## src/rtl/urv_defs.sv

```systemverilog
// rtl/urv_defs.sv - shared writeback FSM states, load function codes and result-source selectors
package urv_defs;

  typedef enum logic [1:0] {
    ST_IDLE       = 2'd0,
    ST_WAIT_LOAD  = 2'd1,
    ST_WAIT_STORE = 2'd2
  } wb_state_t;

  localparam logic [2:0] LDST_B  = 3'b000;
  localparam logic [2:0] LDST_H  = 3'b001;
  localparam logic [2:0] LDST_W  = 3'b010;
  localparam logic [2:0] LDST_BU = 3'b100;
  localparam logic [2:0] LDST_HU = 3'b101;

  localparam logic [1:0] RD_SOURCE_ALU      = 2'd0;
  localparam logic [1:0] RD_SOURCE_LOAD     = 2'd1;
  localparam logic [1:0] RD_SOURCE_SHIFTER  = 2'd2;
  localparam logic [1:0] RD_SOURCE_MULTIPLY = 2'd3;

endpackage

```

## src/rtl/urv_load_align.sv

```systemverilog
// rtl/urv_load_align.sv - selects the addressed byte/halfword/word of load data and extends it
module urv_load_align
  import urv_defs::*;
(
  input  logic [2:0]  fun,
  input  logic [1:0]  addr,
  input  logic [31:0] data,
  output logic [31:0] value
);

  logic [7:0]  lane_b;
  logic [15:0] lane_h;

  always_comb begin
    lane_b = 8'h00;
    case (addr)
      2'd0:    lane_b = data[7:0];
      2'd1:    lane_b = data[15:8];
      2'd2:    lane_b = data[23:16];
      default: lane_b = data[31:24];
    endcase
    lane_h = addr[1] ? data[31:16] : data[15:0];
  end

  always_comb begin
    value = '0;
    case (fun)
      LDST_B:  value = {{24{lane_b[7]}}, lane_b};
      LDST_BU: value = {24'h0, lane_b};
      LDST_H:  value = {{16{lane_h[15]}}, lane_h};
      LDST_HU: value = {16'h0, lane_h};
      LDST_W:  value = data;
      default: value = '0;
    endcase
  end

endmodule

```

## src/rtl/urv_writeback.sv

```systemverilog
// rtl/urv_writeback.sv - writeback stage: load/store completion FSM and registered register-file write port
module urv_writeback
  import urv_defs::*;
#(
  parameter int g_with_multiply = 1
) (
  input  logic        clk_i,
  input  logic        rst_n_i,
  input  logic        x_stall_i,
  input  logic        w_valid_i,
  input  logic        w_load_i,
  input  logic        w_store_i,
  input  logic        w_rd_write_i,
  input  logic [2:0]  w_fun_i,
  input  logic [4:0]  w_rd_i,
  input  logic [1:0]  w_rd_source_i,
  input  logic [31:0] w_dm_addr_i,
  input  logic [31:0] w_rd_value_i,
  input  logic [31:0] w_rd_shifter_i,
  input  logic [31:0] w_rd_multiply_i,
  input  logic [31:0] dm_data_l_i,
  input  logic        dm_load_done_i,
  input  logic        dm_store_done_i,
  output logic        w_stall_req_o,
  output logic [4:0]  rf_rd_o,
  output logic [31:0] rf_rd_value_o,
  output logic        rf_rd_write_o,
  output logic        w_load_pending_o,
  output logic        w_bus_error_o
);

  wb_state_t   state, state_nxt;
  logic [4:0]  pend_rd;
  logic [2:0]  pend_fun;
  logic [1:0]  pend_addr;
  logic        pend_rd_write;
  logic        mem_load, mem_store, bus_err_set;
  logic [2:0]  al_fun;
  logic [1:0]  al_addr;
  logic [31:0] load_value, mul_value, rd_mux;
  logic        unused_addr;

  assign unused_addr = ^w_dm_addr_i[31:2];
  assign mem_load    = w_valid_i & w_load_i;
  assign mem_store   = w_valid_i & w_store_i;

  // Same-cycle completions in IDLE extract from live fields; otherwise from the captured access.
  assign al_fun  = (state == ST_IDLE) ? w_fun_i : pend_fun;
  assign al_addr = (state == ST_IDLE) ? w_dm_addr_i[1:0] : pend_addr;

  urv_load_align u_load_align (
    .fun   (al_fun),
    .addr  (al_addr),
    .data  (dm_data_l_i),
    .value (load_value)
  );

  generate
    if (g_with_multiply != 0) begin : g_mul
      assign mul_value = w_rd_multiply_i;
    end else begin : g_no_mul
      logic unused_mul;
      assign unused_mul = ^w_rd_multiply_i;
      assign mul_value  = '0;
    end
  endgenerate

  always_comb begin
    rd_mux = w_rd_value_i;
    case (w_rd_source_i)
      RD_SOURCE_ALU:      rd_mux = w_rd_value_i;
      RD_SOURCE_LOAD:     rd_mux = load_value;
      RD_SOURCE_SHIFTER:  rd_mux = w_rd_shifter_i;
      RD_SOURCE_MULTIPLY: rd_mux = mul_value;
      default:            rd_mux = w_rd_value_i;
    endcase
  end

  always_comb begin
    state_nxt     = state;
    w_stall_req_o = 1'b0;
    bus_err_set   = 1'b0;
    case (state)
      ST_IDLE: begin
        if (dm_load_done_i && !mem_load)   bus_err_set = 1'b1;
        if (dm_store_done_i && !mem_store) bus_err_set = 1'b1;
        if (mem_load) begin
          if (!dm_load_done_i) begin
            state_nxt     = ST_WAIT_LOAD;
            w_stall_req_o = 1'b1;
          end
        end else if (mem_store && !dm_store_done_i) begin
          state_nxt     = ST_WAIT_STORE;
          w_stall_req_o = 1'b1;
        end
      end
      ST_WAIT_LOAD: begin
        if (dm_store_done_i) bus_err_set = 1'b1;
        if (dm_load_done_i) state_nxt = ST_IDLE;
        else                w_stall_req_o = 1'b1;
      end
      ST_WAIT_STORE: begin
        if (dm_load_done_i) bus_err_set = 1'b1;
        if (dm_store_done_i) state_nxt = ST_IDLE;
        else                 w_stall_req_o = 1'b1;
      end
      default: state_nxt = ST_IDLE;
    endcase
  end

  assign w_load_pending_o = (state == ST_WAIT_LOAD);

  always_ff @(posedge clk_i or negedge rst_n_i) begin
    if (!rst_n_i) begin
      state         <= ST_IDLE;
      pend_rd       <= '0;
      pend_fun      <= '0;
      pend_addr     <= '0;
      pend_rd_write <= 1'b0;
      w_bus_error_o <= 1'b0;
    end else begin
      state <= state_nxt;
      if (bus_err_set) w_bus_error_o <= 1'b1;
      if (state == ST_IDLE && state_nxt != ST_IDLE) begin
        pend_rd       <= w_rd_i;
        pend_fun      <= w_fun_i;
        pend_addr     <= w_dm_addr_i[1:0];
        pend_rd_write <= w_rd_write_i;
      end
    end
  end

  // Load retirement ignores x_stall_i: the pipeline is normally stalled on our own request.
  always_ff @(posedge clk_i or negedge rst_n_i) begin
    if (!rst_n_i) begin
      rf_rd_o       <= '0;
      rf_rd_value_o <= '0;
      rf_rd_write_o <= 1'b0;
    end else begin
      rf_rd_write_o <= 1'b0;
      if (state == ST_IDLE && mem_load && dm_load_done_i) begin
        rf_rd_o       <= w_rd_i;
        rf_rd_value_o <= load_value;
        rf_rd_write_o <= w_rd_write_i && (w_rd_i != 5'd0);
      end else if (state == ST_WAIT_LOAD && dm_load_done_i) begin
        rf_rd_o       <= pend_rd;
        rf_rd_value_o <= load_value;
        rf_rd_write_o <= pend_rd_write && (pend_rd != 5'd0);
      end else if (state == ST_IDLE && !mem_load && !mem_store && !x_stall_i) begin
        rf_rd_o       <= w_rd_i;
        rf_rd_value_o <= rd_mux;
        rf_rd_write_o <= w_rd_write_i && w_valid_i && (w_rd_i != 5'd0);
      end
    end
  end

endmodule

```

## config.mk

```make
export PLATFORM = sky130hd
export DESIGN_NAME = urv_writeback
export DESIGN_NICKNAME = d
export VERILOG_FILES = /design/src/rtl/urv_defs.sv /design/src/rtl/urv_load_align.sv /design/src/rtl/urv_writeback.sv
export SDC_FILE = /design/constraint.sdc
export NUM_CORES = 1
export LEC_CHECK = 0
export BUFFER_PORTS_ARGS = -buffer_cell sky130_fd_sc_hd__buf_2
export CORE_MARGIN = 1
export CORE_UTILIZATION = 46
export CTS_CLUSTER_SIZE = 12
export DETAILED_ROUTE_END_ITERATION = 6
export PLACE_DENSITY = 0.81
export SYNTH_ARGS = -nofsm -noshare
export SYNTH_HDL_FRONTEND = slang
export SYNTH_SLANG_ARGS = --single-unit
export TNS_END_PERCENT = 5
```

## constraint.sdc

```tcl
create_clock -name clk_i -period 2.3 [get_ports clk_i]
set_input_delay 0.345 -clock clk_i [delete_from_list [all_inputs] [get_ports clk_i]]
set_output_delay 0.345 -clock clk_i [all_outputs]
set_load 0.01 [all_outputs]
```

==> results of run 1 <==
[layout make-up]
cell class / instances / area, µm² / area share [%]
Tap cell: 105 / 131 / 2.42
Inverter: 4 / 15.0 / 0.276
Clock buffer: 5 / 68.8 / 1.27
Sequential cell: 52 / 1300 / 24.0
Timing Repair Buffer: 225 / 1250 / 23.1
Multi-Input combinational cell: 406 / 2640 / 48.5
Clock inverter: 3 / 27.5 / 0.506
[power by group through the flow]
stage	Clock [µW]	Sequential (µW)	Combinational [µW]
4_1_cts	571	1260	1390
2_1_floorplan	0	1330	702
6_report	567	1260	1430
5_1_grt	605	1280	1560
3_5_place_dp	0	1270	1360
3_3_place_gp	0	1260	1320
[cell families (layout without fill, tap and decap cells)]
family,count (synthesis),in the layout,synth area share (%)
AND/OR/NAND/NOR,169,169,20.1
AO/OA/AOI/OAI,188,188,30.5
buffers and inverters,38,237,4.28
multiplexers,49,49,12.8
flip-flops,52,52,32.2
[registers in the layout, indices dropped and copies added (netlist names)]
register and flops:
pend_rd_write 1, rf_rd_o 5, pend_rd 5, pend_fun 3, pend_addr 2, w_bus_error_o 1, state 2, rf_rd_value_o 32
rf_rd_write_o 1
[per-stage QoR]
stage               TNS, ns  area [µm²]  util [%]
floorplan                 0        4040         -
global placement     -0.229        5230      62.7
detailed placement   -0.836        5230      62.7
CTS                       0        5370      64.4
global route        -0.0164        5440      65.2
finish                    0        5440      65.2
[layer usage]
layer | global-route usage [%] | routed length [µm] | vias to the layer above
met4 | 12.4 | 397 | 0
met5 | 0 | 0 | -
li1 | - | - | 2216
met3 | 4.47 | 1040 | 31
met1 | 37.3 | 5700 | 2195
met2 | 52.3 | 6930 | 236
[placed cells by master, fill, tap and decap left out, types with 4 or more instances in the layout]
| cell | n |
|---|---|
| sky130_fd_sc_hd__a211oi_1 | 9 |
| sky130_fd_sc_hd__a222oi_1 | 4 |
| sky130_fd_sc_hd__buf_2 | 189 |
| sky130_fd_sc_hd__dfrtp_1 | 50 |
| sky130_fd_sc_hd__mux2i_1 | 35 |
| sky130_fd_sc_hd__nor3_1 | 7 |
| sky130_fd_sc_hd__nand2_1 | 55 |
| sky130_fd_sc_hd__o21ai_0 | 66 |
| sky130_fd_sc_hd__a21oi_2 | 8 |
| sky130_fd_sc_hd__buf_4 | 31 |
| sky130_fd_sc_hd__a2111oi_0 | 5 |
| sky130_fd_sc_hd__clkbuf_8 | 5 |
| sky130_fd_sc_hd__nand3_1 | 6 |
| sky130_fd_sc_hd__nor2_1 | 52 |
| sky130_fd_sc_hd__o22ai_1 | 6 |
| sky130_fd_sc_hd__mux2_2 | 12 |
| sky130_fd_sc_hd__inv_1 | 4 |
| sky130_fd_sc_hd__o21ai_2 | 8 |
| sky130_fd_sc_hd__nor2b_1 | 5 |
| sky130_fd_sc_hd__a22oi_1 | 8 |
| sky130_fd_sc_hd__a21o_1 | 7 |
| sky130_fd_sc_hd__a21oi_1 | 30 |
| sky130_fd_sc_hd__and2_1 | 12 |
| sky130_fd_sc_hd__o21ai_1 | 9 |
| sky130_fd_sc_hd__nand2b_1 | 5 |
| sky130_fd_sc_hd__o211ai_1 | 8 |
[timing repair]
action,in CTS,in global routing
cloned,0,0
pin swaps,1,3
endpoints found under the setup margin,16,29
gates resized for setup,4,19
hold endpoints to repair,0,0
setup buffers,3,1
[final timing paths]
path	depth (start not counted)	end	from
worst max-delay path	8	rf_rd_value_o[10]$_DFFE_PN0P_	state[0]$_DFF_PN0_
worst min-delay path	1	pend_addr[0]$_DFFE_PN0P_	rst_n_i
worst max register to register	8	rf_rd_value_o[10]$_DFFE_PN0P_	state[0]$_DFF_PN0_
worst min register to register	2	w_bus_error_o$_DFFE_PN0P_	w_bus_error_o$_DFFE_PN0P_
max in group asynchronous	2	rf_rd_value_o[7]$_DFFE_PN0P_	rst_n_i
min in group clk_i	2	state[0]$_DFF_PN0_	dm_load_done_i
[worst reg2reg max path, stage by stage (launching register included)]
cell	delay [ns]
sky130_fd_sc_hd__dfrtp_2	0.46
sky130_fd_sc_hd__clkbuf_2	0.15
sky130_fd_sc_hd__or4b_4	0.56
sky130_fd_sc_hd__o21a_4	0.18
sky130_fd_sc_hd__o22ai_4	0.28
sky130_fd_sc_hd__buf_6	0.16
sky130_fd_sc_hd__a22oi_1	0.08
sky130_fd_sc_hd__a21o_1	0.19
sky130_fd_sc_hd__o21ai_1	0.08
==> run summary, run 1 <==
Entering global routing, the biggest net connects 42 pins. The area growth from synthesis to layout is 34.7%. The worst slew margin relative to its limit is 52.1%. The HPWL reported at the end of detailed placement is 11,100 µm.

The antenna diode count came out at 0. The final-report max-slew violation count was 0. Counting distinct cell types in the post-synthesis netlist gives 57. For this run, the slowest stage of the critical path takes 0.56 ns. The most common cell in the synthesized netlist is sky130_fd_sc_hd__o21ai_0. The number of antenna violations at the first check in global routing was 0.

Global routing finished with a remaining overflow of 0. The length of the first detailed-routing pass in iterations came out at 5. The clock passes through at most 2 buffers. In this run the horizontal extent of the chip is 95.7 µm. The combinational fraction of design power came out at 43.9%. For the worst setup path, the data required time is 2.54 ns.

The maximum fanout encountered on the critical timing path is 7. The number of max-cap violations came out at 0. The worst min-delay path class is in2async. The hold buffer count at cts came out at 0. After detailed placement, the design holds a cell count of 788. The via count is 4,678. The total of flip-flops plus latches after synthesis came out at 52.

The final critical delay including setup and external delays is 2.20 ns. The cell accounting for the most synthesized area is sky130_fd_sc_hd__dfrtp_1. The share of layout cells above drive strength 1 came out at 41.7%.

The reported net switching power came out at 1270 µW. The number of port buffers is 189. The I/O pin total is 220. Net switching is 38.9% of the power.

The number of setup violations in the final report is 0. TritonCTS built the clock tree. The floorplan step defined a core boundary enclosing 8340 µm².

The number of instances in the synthesized netlist is 496. The synthesized design devotes to its leading area cell type 32.2% of total area. The remaining number of nets flagged by the antenna check after routing is 0. The internal power of the cells totals 1990 µW.

The clock reaches the later pin of the worst-skew pair after 0.31 ns. The number of nets produced by synthesis is 675. The clock share of power is 17.4%. The leakage power of the design is 0.00256 µW. The H-tree was split into 2 levels. The critical path start-end classification is reg2reg. The overall routing resource usage came out at 30.2%.

Sequential elements use 32.2% of the synthesized area. Among all stages on the critical path, the largest delay is contributed by sky130_fd_sc_hd__or4b_4. The arrival time reported for the critical path endpoint is 2.44 ns. The leading register cell type out of synthesis is sky130_fd_sc_hd__dfrtp_1. After filler insertion, the fill cell instance count of the layout stands at 754. In this design, the largest share of critical-path delay is due to compound AO/OA/AOI/OAI gates. The mean post-synth cell area is 8.14 µm². Setup repair after global routing could not meet its margin everywhere.

After detailed routing, the average wire length per cell comes to 17.6 µm. The final setup slack of the worst path is 0.0965 ns. After the flow finishes, the layout carries non-filler instances totaling 800. The number of clock buffers added by TritonCTS is 5. The total power came out at 3260 µW. In this run, synthesis inferred 0 flip-flops with an integrated enable. The clock sink count is 52. The worst voltage drop across the vdd grid came out at 460 µV. The remaining routing DRC violations is 0.

The clock input transition at the sequential cells of the worst setup and hold paths came out at 0.11 ns. The number of DRC markers in iteration 0 is 253. Sorting the synthesized cells by area gives the leading types as sky130_fd_sc_hd__dfrtp_1 32%, sky130_fd_sc_hd__mux2i_1 8.9%, sky130_fd_sc_hd__o21ai_0 8.2%. At the end of routability-driven placement, the weighted congestion stood at 0.920. The number of warnings printed during yosys synthesis came out at 0.

The overall die area is 9150 µm². The signal on the critical path passes through clkbuf_2 > or4b_4 > o21a_4 > o22ai_4 > buf_6 > a22oi_1 > a21o_1 > o21ai_1. The final-stage net count came out at 873.

The power density over cell area is 599 nW/µm². By count the netlist is led by 66 x sky130_fd_sc_hd__o21ai_0, 56 x sky130_fd_sc_hd__nand2_1, 52 x sky130_fd_sc_hd__dfrtp_1, 52 x sky130_fd_sc_hd__nor2_1, 36 x sky130_fd_sc_hd__mux2i_1. The smallest hold slack is 0.0574 ns. The final setup skew came out at 0.00866 ns.

The via density per instance came out at 5.85. The worst setup path is captured at a register. The buffer and inverter count on the worst path is 2. The total number of placement rows came out at 33. Timing would allow up to 454 MHz. The combined area of all synthesized cells is 4040 µm². The number of global-route vias before repair is 4,360. The run finished with clean final reports.

The final count of hold timing violations came out at 0. The die height is 95.7 µm. Sequential cells burn 38.7% of the power. The starting density of the core came out at 48.4%.

The total wire length after detailed routing came out at 14,100 µm. STA classifies the critical path startpoint as a register. The buffer cell driving the clock tree root is sky130_fd_sc_hd__clkbuf_8.

The actual transition at the worst max-transition pin is 0.718 ns. The final period utilization came out at 95.8%. The first global-routing pass estimated 21,100 µm of wire. The minimum setup slack among reg-to-reg paths came out at 0.1 ns. The share of async-settable or async-resettable flops after synthesis came out at 100%. The pre-CTS setup slack is -0.125 ns.
Note: power is estimated with default switching activity, not from simulation.
==> run 2, diff against run 1 <==
Settings changed: PLACE_DENSITY 0.81 to 0.85.
==> run summary, run 2 (synthesized netlist as in run 1, its figures left out) <==
The run finished, with violations left. The checks that failed: design-rule violations. The final setup skew came out at 0.00670 ns.

For the worst setup path, the data arrival time is 2.47 ns. The HPWL reported at the end of detailed placement is 11,200 µm. The number of max-cap violations came out at 0.

The worst path meets setup with 0.00825 ns of slack. The share of layout cells above drive strength 1 came out at 41.8%. The first-pass GRT wire length came out at 21,500 µm. Clock tree synthesis inserted a total of 5 buffers.

The final RePlAce weighted congestion is 0.912. The clock sink count is 52. The post-layout instance area is 5530 µm². In the layout the commonest cells are 189 x sky130_fd_sc_hd__buf_2, 66 x sky130_fd_sc_hd__o21ai_0, 55 x sky130_fd_sc_hd__nand2_1. The largest registers in the layout are rf_rd_value_o x32, pend_rd x5, rf_rd_o x5.

The total overflow left after global routing is 0. The length of the first detailed-routing pass in iterations came out at 7. The final period utilization came out at 99.6%. STA classifies the critical path startpoint as a register.

The pin count of the biggest net entering global routing is 53. Along the worst path, the maximum fanout reaches 6. Summed over all failing endpoints, the final setup total negative slack is 0 ns. The actual transition at the worst max-transition pin came out at 0.670 ns. Setup repair after global routing could not meet its margin everywhere. The placeable core region came out at 8340 µm². The die height is 95.7 µm. The setup path with the least slack is of type reg2reg. The design draws 3440 µW. In this run the clock root is driven by a sky130_fd_sc_hd__clkbuf_8. In this run the remaining antenna-violating nets after routing total 0. At the worst endpoint, the required time is 2.48 ns. The min-delay analysis places its worst path in the category in2async.

In this run the core area contains 33 standard-cell rows. The maximum number of buffers from clock root to sink is 2. The count of buffers added on input and output ports is 189. On the final layout, the worst hold slack is 0.139 ns. The I/O pin total came out at 220. The number of flip-flops in the largest register came out at 32.

The floorplan step set the die width to 95.7 µm. The growth of design area from synthesis to finish came out at 37.0%. After clock tree synthesis, the flow added hold-fix buffers numbering 0. TritonCTS built the clock tree. The number of antenna violations at the first check in global routing came out at 0. Static timing analysis puts the maximum clock frequency at 436 MHz. The worst slew margin relative to its limit is 55.3%. The die covers 9150 µm². The total wire length after detailed routing is 14,100 µm.

The via density per instance is 6.01. The number of setup violations in the final report is 0. The number of global-route vias before repair came to 4,525. The worst voltage drop across the vdd grid is 382 µV.

The number of antenna diodes in the final layout is 0. Clock latency on the worst-skew pair, taken at its later pin, is 0.31 ns. The library cell used most frequently in the layout, excluding fill and tap cells, is sky130_fd_sc_hd__buf_2. The final-report max-slew violation count is 0. The largest register by flop count is rf_rd_value_o.

Subtracting the final worst setup slack from the clock period gives 2.29 ns. The routed layout has 4,821 vias. The remaining routing DRC violations came out at 12. The final count of hold timing violations is 0. The pre-CTS setup slack came out at -0.165 ns. The H-tree was split into 2 levels.

The starting density of the core came out at 48.4%. The placed standard-cell area is 5240 µm². The overall routing resource usage came out at 30.6%. The wire length per cell is 17.6 µm. The clock input transition at the sequential cells of the worst setup and hold paths is 0.10 ns.

The power density over cell area is 622 nW/µm². The analysis attributes to cell leakage a power of 0.00261 µW. The final-stage net count came out at 875.

In this run, the number of DRC markers left after iteration 0 of detailed routing was 548. STA classifies the critical path endpoint as a register.
[run 2: cell type report]
type / instances / area [µm²]
inverters: 4 / 15.0
clock buffers: 7 / 96.3
repair buffers: 227 / 1320
multi-input cells: 406 / 2640
well taps: 105 / 131
fillers: 684 / 2810
flip-flops and latches: 52 / 1300
clock inverters: 1 / 30.0
[run 2: final timing paths]
path / from / endpoint / slack, ns / cells after the start
setup / recovery: state[0]$_DFF_PN0_ / rf_rd_value_o[0]$_DFFE_PN0P_ / 0.008 / 7
hold / removal: rst_n_i / pend_rd[0]$_DFFE_PN0P_ / 0.14 / 2
setup reg to reg: state[0]$_DFF_PN0_ / rf_rd_value_o[0]$_DFFE_PN0P_ / 0.008 / 7
min in group clk_i: dm_store_done_i / state[1]$_DFF_PN0_ / 0.23 / 2
hold reg to reg: w_bus_error_o$_DFFE_PN0P_ / w_bus_error_o$_DFFE_PN0P_ / 0.47 / 2
max in group asynchronous: rst_n_i / state[1]$_DFF_PN0_ / 1.68 / 2
[run 2: report_power, final]
| group | switching (µW) | internal [µW] |
|---|---|---|
| logic | 806 | 667 |
| clock network | 308 | 384 |
| registers | 147 | 1130 |
| total | 1260 | 2180 |
[run 2: repair_timing]
action                                  4_1_cts  5_1_grt
endpoints found under the setup margin       23       29
pin swaps                                     1        1
buffers inserted                              3        5
gates resized for setup                       2       23
[run 2: per-stage QoR]
step	cells	util (%)
finish	802	66.3
global route	802	66.3
CTS	797	65.0
detailed placement	786	62.8
global placement	786	62.8
floorplan	496	-
[run 2: worst max-delay path, cell delays in order (launching register included)]
cell                        delay [ns]
sky130_fd_sc_hd__dfrtp_2          0.47
sky130_fd_sc_hd__or3b_4           0.45
sky130_fd_sc_hd__and2_4           0.18
sky130_fd_sc_hd__buf_4            0.16
sky130_fd_sc_hd__mux2i_1          0.21
sky130_fd_sc_hd__a2111oi_0        0.15
sky130_fd_sc_hd__a2111oi_1        0.40
sky130_fd_sc_hd__o21ai_0          0.14
[run 2: layer usage]
metal | track usage [%] | part of all wire [%]
met4 | 11.6 | 3.5
met3 | 5.10 | 8.9
met5 | 0 | 0
met2 | 53.4 | 49
met1 | 37.8 | 39
==> run 3, diff against run 2 <==
Settings changed: BUFFER_PORTS_ARGS -buffer_cell sky130_fd_sc_hd__buf_2 to -buffer_cell sky130_fd_sc_hd__buf_4.
==> run summary, run 3 (synthesized netlist as in run 1, its figures left out) <==
The run finished with clean final reports. The total wire length after detailed routing came out at 15,100 µm. The summed negative setup slack over all endpoints came out at 0 ns.

The leakage power of the design came out at 0.00272 µW. Once placement completed, the tool counted placed cells totaling 779. The number of max-cap violations is 0. The overall routing resource usage came out at 32.0%. In the routed layout, each cell is associated on average with a via count of 6.05. Entering global routing, the biggest net connects 53 pins. The final-report max-slew violation count came to 0. For this design, the sink count on the clock tree is 52. The number of DRC markers in iteration 0 is 349.

The arrival time reported for the critical path endpoint is 2.47 ns. The remaining number of nets flagged by the antenna check after routing came out at 0. The total number of placement rows came out at 33. The largest registers in the layout are rf_rd_value_o x32, pend_rd x5, rf_rd_o x5.

The net count of the finished layout is 871. In the layout the commonest cells are 216 x sky130_fd_sc_hd__buf_4, 65 x sky130_fd_sc_hd__o21ai_0, 55 x sky130_fd_sc_hd__nand2_1. Setup violations remaining at the end of the flow were counted as 0. The I/O pin total is 220. The length of the first detailed-routing pass in iterations came out at 5. The die covers 9150 µm². The part of the power in registers came out at 37.1%. The starting density of the core is 48.4%. The CTS buffer count is 5. After detailed routing, the wire length on met1 is 5760 µm.

The total grt overflow is 0. The final setup skew came out at 0.00905 ns. The antenna diode count is 0. The reported net switching power came out at 1310 µW. The final RePlAce weighted congestion came out at 0.928. The critical path is of the reg2reg type.

The worst slew margin relative to its limit is 55.3%. The number of flip-flops in the largest register is 32. The clock share of power came out at 15.9%. The via count came out at 4,831. In this run the worst hold path is classified as in2async. The pre-CTS setup slack is -0.146 ns. The placed standard-cell area is 5630 µm².

The number of port buffers is 189. The horizontal die dimension came out at 95.7 µm. Once layout is complete, the utilization of the core stands at 71.1%.

The nature of the critical path endpoint is a register. The upper clock frequency limit came out at 441 MHz. The HPWL reported at the end of detailed placement is 11,600 µm. Setup repair after global routing could not meet its margin everywhere. Combinational cells account for 47.0% of the total power. The number of antenna violations at the first check in global routing is 0. The final count of hold timing violations was 0. Excluding fillers, the count of instances in the completed layout stands at 798. The die is 95.7 µm tall. The core region is 8340 µm².

In this run the number of H-tree levels came out at 2. For the worst setup path, the data required time is 2.50 ns. The routed length on met2 is 7570 µm. The final critical delay including setup and external delays is 2.27 ns. The buffer cell driving the clock tree root is sky130_fd_sc_hd__clkbuf_8. The maximum number of buffers from clock root to sink came out at 2. The share of layout cells above drive strength 1 is 41.7%.

The final period utilization came out at 98.7%. The internal power summed over all cells came out at 2150 µW. The final setup slack of the worst path came out at 0.0299 ns. The post-layout instance area came out at 5930 µm².

The power density over cell area came out at 584 nW/µm². In the detailed route, the total length drawn on met3 is 1250 µm. The clock reaches the later pin of the worst-skew pair after 0.31 ns. TritonCTS built the clock tree. In this run the worst path has a maximum fanout of 9. The topmost layer with routed signal wires is met4.

In this run switching power makes up 37.9% of total power. Counting flops per register, the top entry is rf_rd_value_o. The number of global-route vias before repair came out at 4,551.

The actual transition at the worst max-transition pin is 0.670 ns. The first-pass GRT wire length came out at 22,300 µm. The growth of design area from synthesis to finish came out at 46.8%.

The worst-case IR drop observed on VDD is 340 µV. The wire length per cell is 19.0 µm. The remaining routing DRC violations came out at 0. The clock input transition at the sequential cells of the worst setup and hold paths is 0.11 ns. The most frequent standard cell in the layout excluding fill and tap cells is sky130_fd_sc_hd__buf_4.

The startpoint kind of the worst setup timing path is a register.
-- run 3: changes by cell type in the layout (fill, tap and decap cells not counted), sizes merged --
| cell | previous run | this run |
|---|---|---|
| buf | 226 | 221 |
| bufinv | 1 | 0 |
| clkbuf | 8 | 7 |
| clkinv | 0 | 2 |
| inv | 4 | 5 |
-- run 3: routing by layer --
metal	up-vias	global-route usage (%)
met5	-	0
met4	0	13.6
met3	48	5.34
met2	298	54.3
met1	2272	40.0
li1	2213	-
-- run 3: power groups by stage --
| stage | Combinational, µW | Sequential, µW | Clock (µW) |
|---|---|---|---|
| 2_1_floorplan | 702 | 1330 | 0 |
| 3_3_place_gp | 1460 | 1280 | 0 |
| 3_5_place_dp | 1510 | 1290 | 0 |
| 4_1_cts | 1540 | 1280 | 552 |
| 5_1_grt | 1740 | 1300 | 590 |
| 6_report | 1630 | 1280 | 551 |
-- run 3: worst paths after layout --
| check | from | end | slack [ns] | cells past startpoint |
|---|---|---|---|---|
| min in group clk_i | dm_load_done_i | state[0]$_DFF_PN0_ | 0.21 | 2 |
| max in group asynchronous | rst_n_i | state[1]$_DFF_PN0_ | 1.77 | 1 |
| min reg2reg | rf_rd_value_o[1]$_DFFE_PN0P_ | rf_rd_value_o[1]$_DFFE_PN0P_ | 0.50 | 2 |
| min | rst_n_i | rf_rd_o[0]$_DFFE_PN0P_ | 0.04 | 1 |
| max reg2reg | state[1]$_DFF_PN0_ | rf_rd_value_o[14]$_DFFE_PN0P_ | 0.03 | 8 |
| max | state[1]$_DFF_PN0_ | rf_rd_value_o[14]$_DFFE_PN0P_ | 0.03 | 8 |
-- run 3: timing repair --
| item | 4_1_cts | 5_1_grt |
|---|---|---|
| cloned | 0 | 0 |
| hold buffers | 0 | 0 |
| pin swaps | 1 | 5 |
| resized for setup | 6 | 22 |
| setup endpoints to repair | 24 | 23 |
| setup buffers | 2 | 9 |
-- run 3: layout make-up --
cell class	instances	area, µm²
multi-input combinational	406	2650
clock inverter	3	22.5
clock buffer	5	68.8
tap	105	131
timing repair buffer	223	1730
fill	622	2410
inverter	4	15.0
sequential	52	1300
-- run 3: metrics by stage --
step	power, µW	hold slack [ns]
5_1_grt	3640	0.0985
4_1_cts	3370	0.0744
3_3_place_gp	2740	0.406
2_1_floorplan	2030	0.0494
3_5_place_dp	2800	0.422
6_report	3460	0.0424
-- run 3: worst max-delay path: stages (launching register included) --
cell and delay (ns):
sky130_fd_sc_hd__dfrtp_2 0.46, sky130_fd_sc_hd__buf_12 0.14, sky130_fd_sc_hd__nor2_2 0.16, sky130_fd_sc_hd__mux2i_4 0.37, sky130_fd_sc_hd__buf_4 0.19, sky130_fd_sc_hd__o22ai_4 0.12, sky130_fd_sc_hd__a222oi_1 0.37, sky130_fd_sc_hd__nand2_1 0.12
sky130_fd_sc_hd__a22o_1 0.21
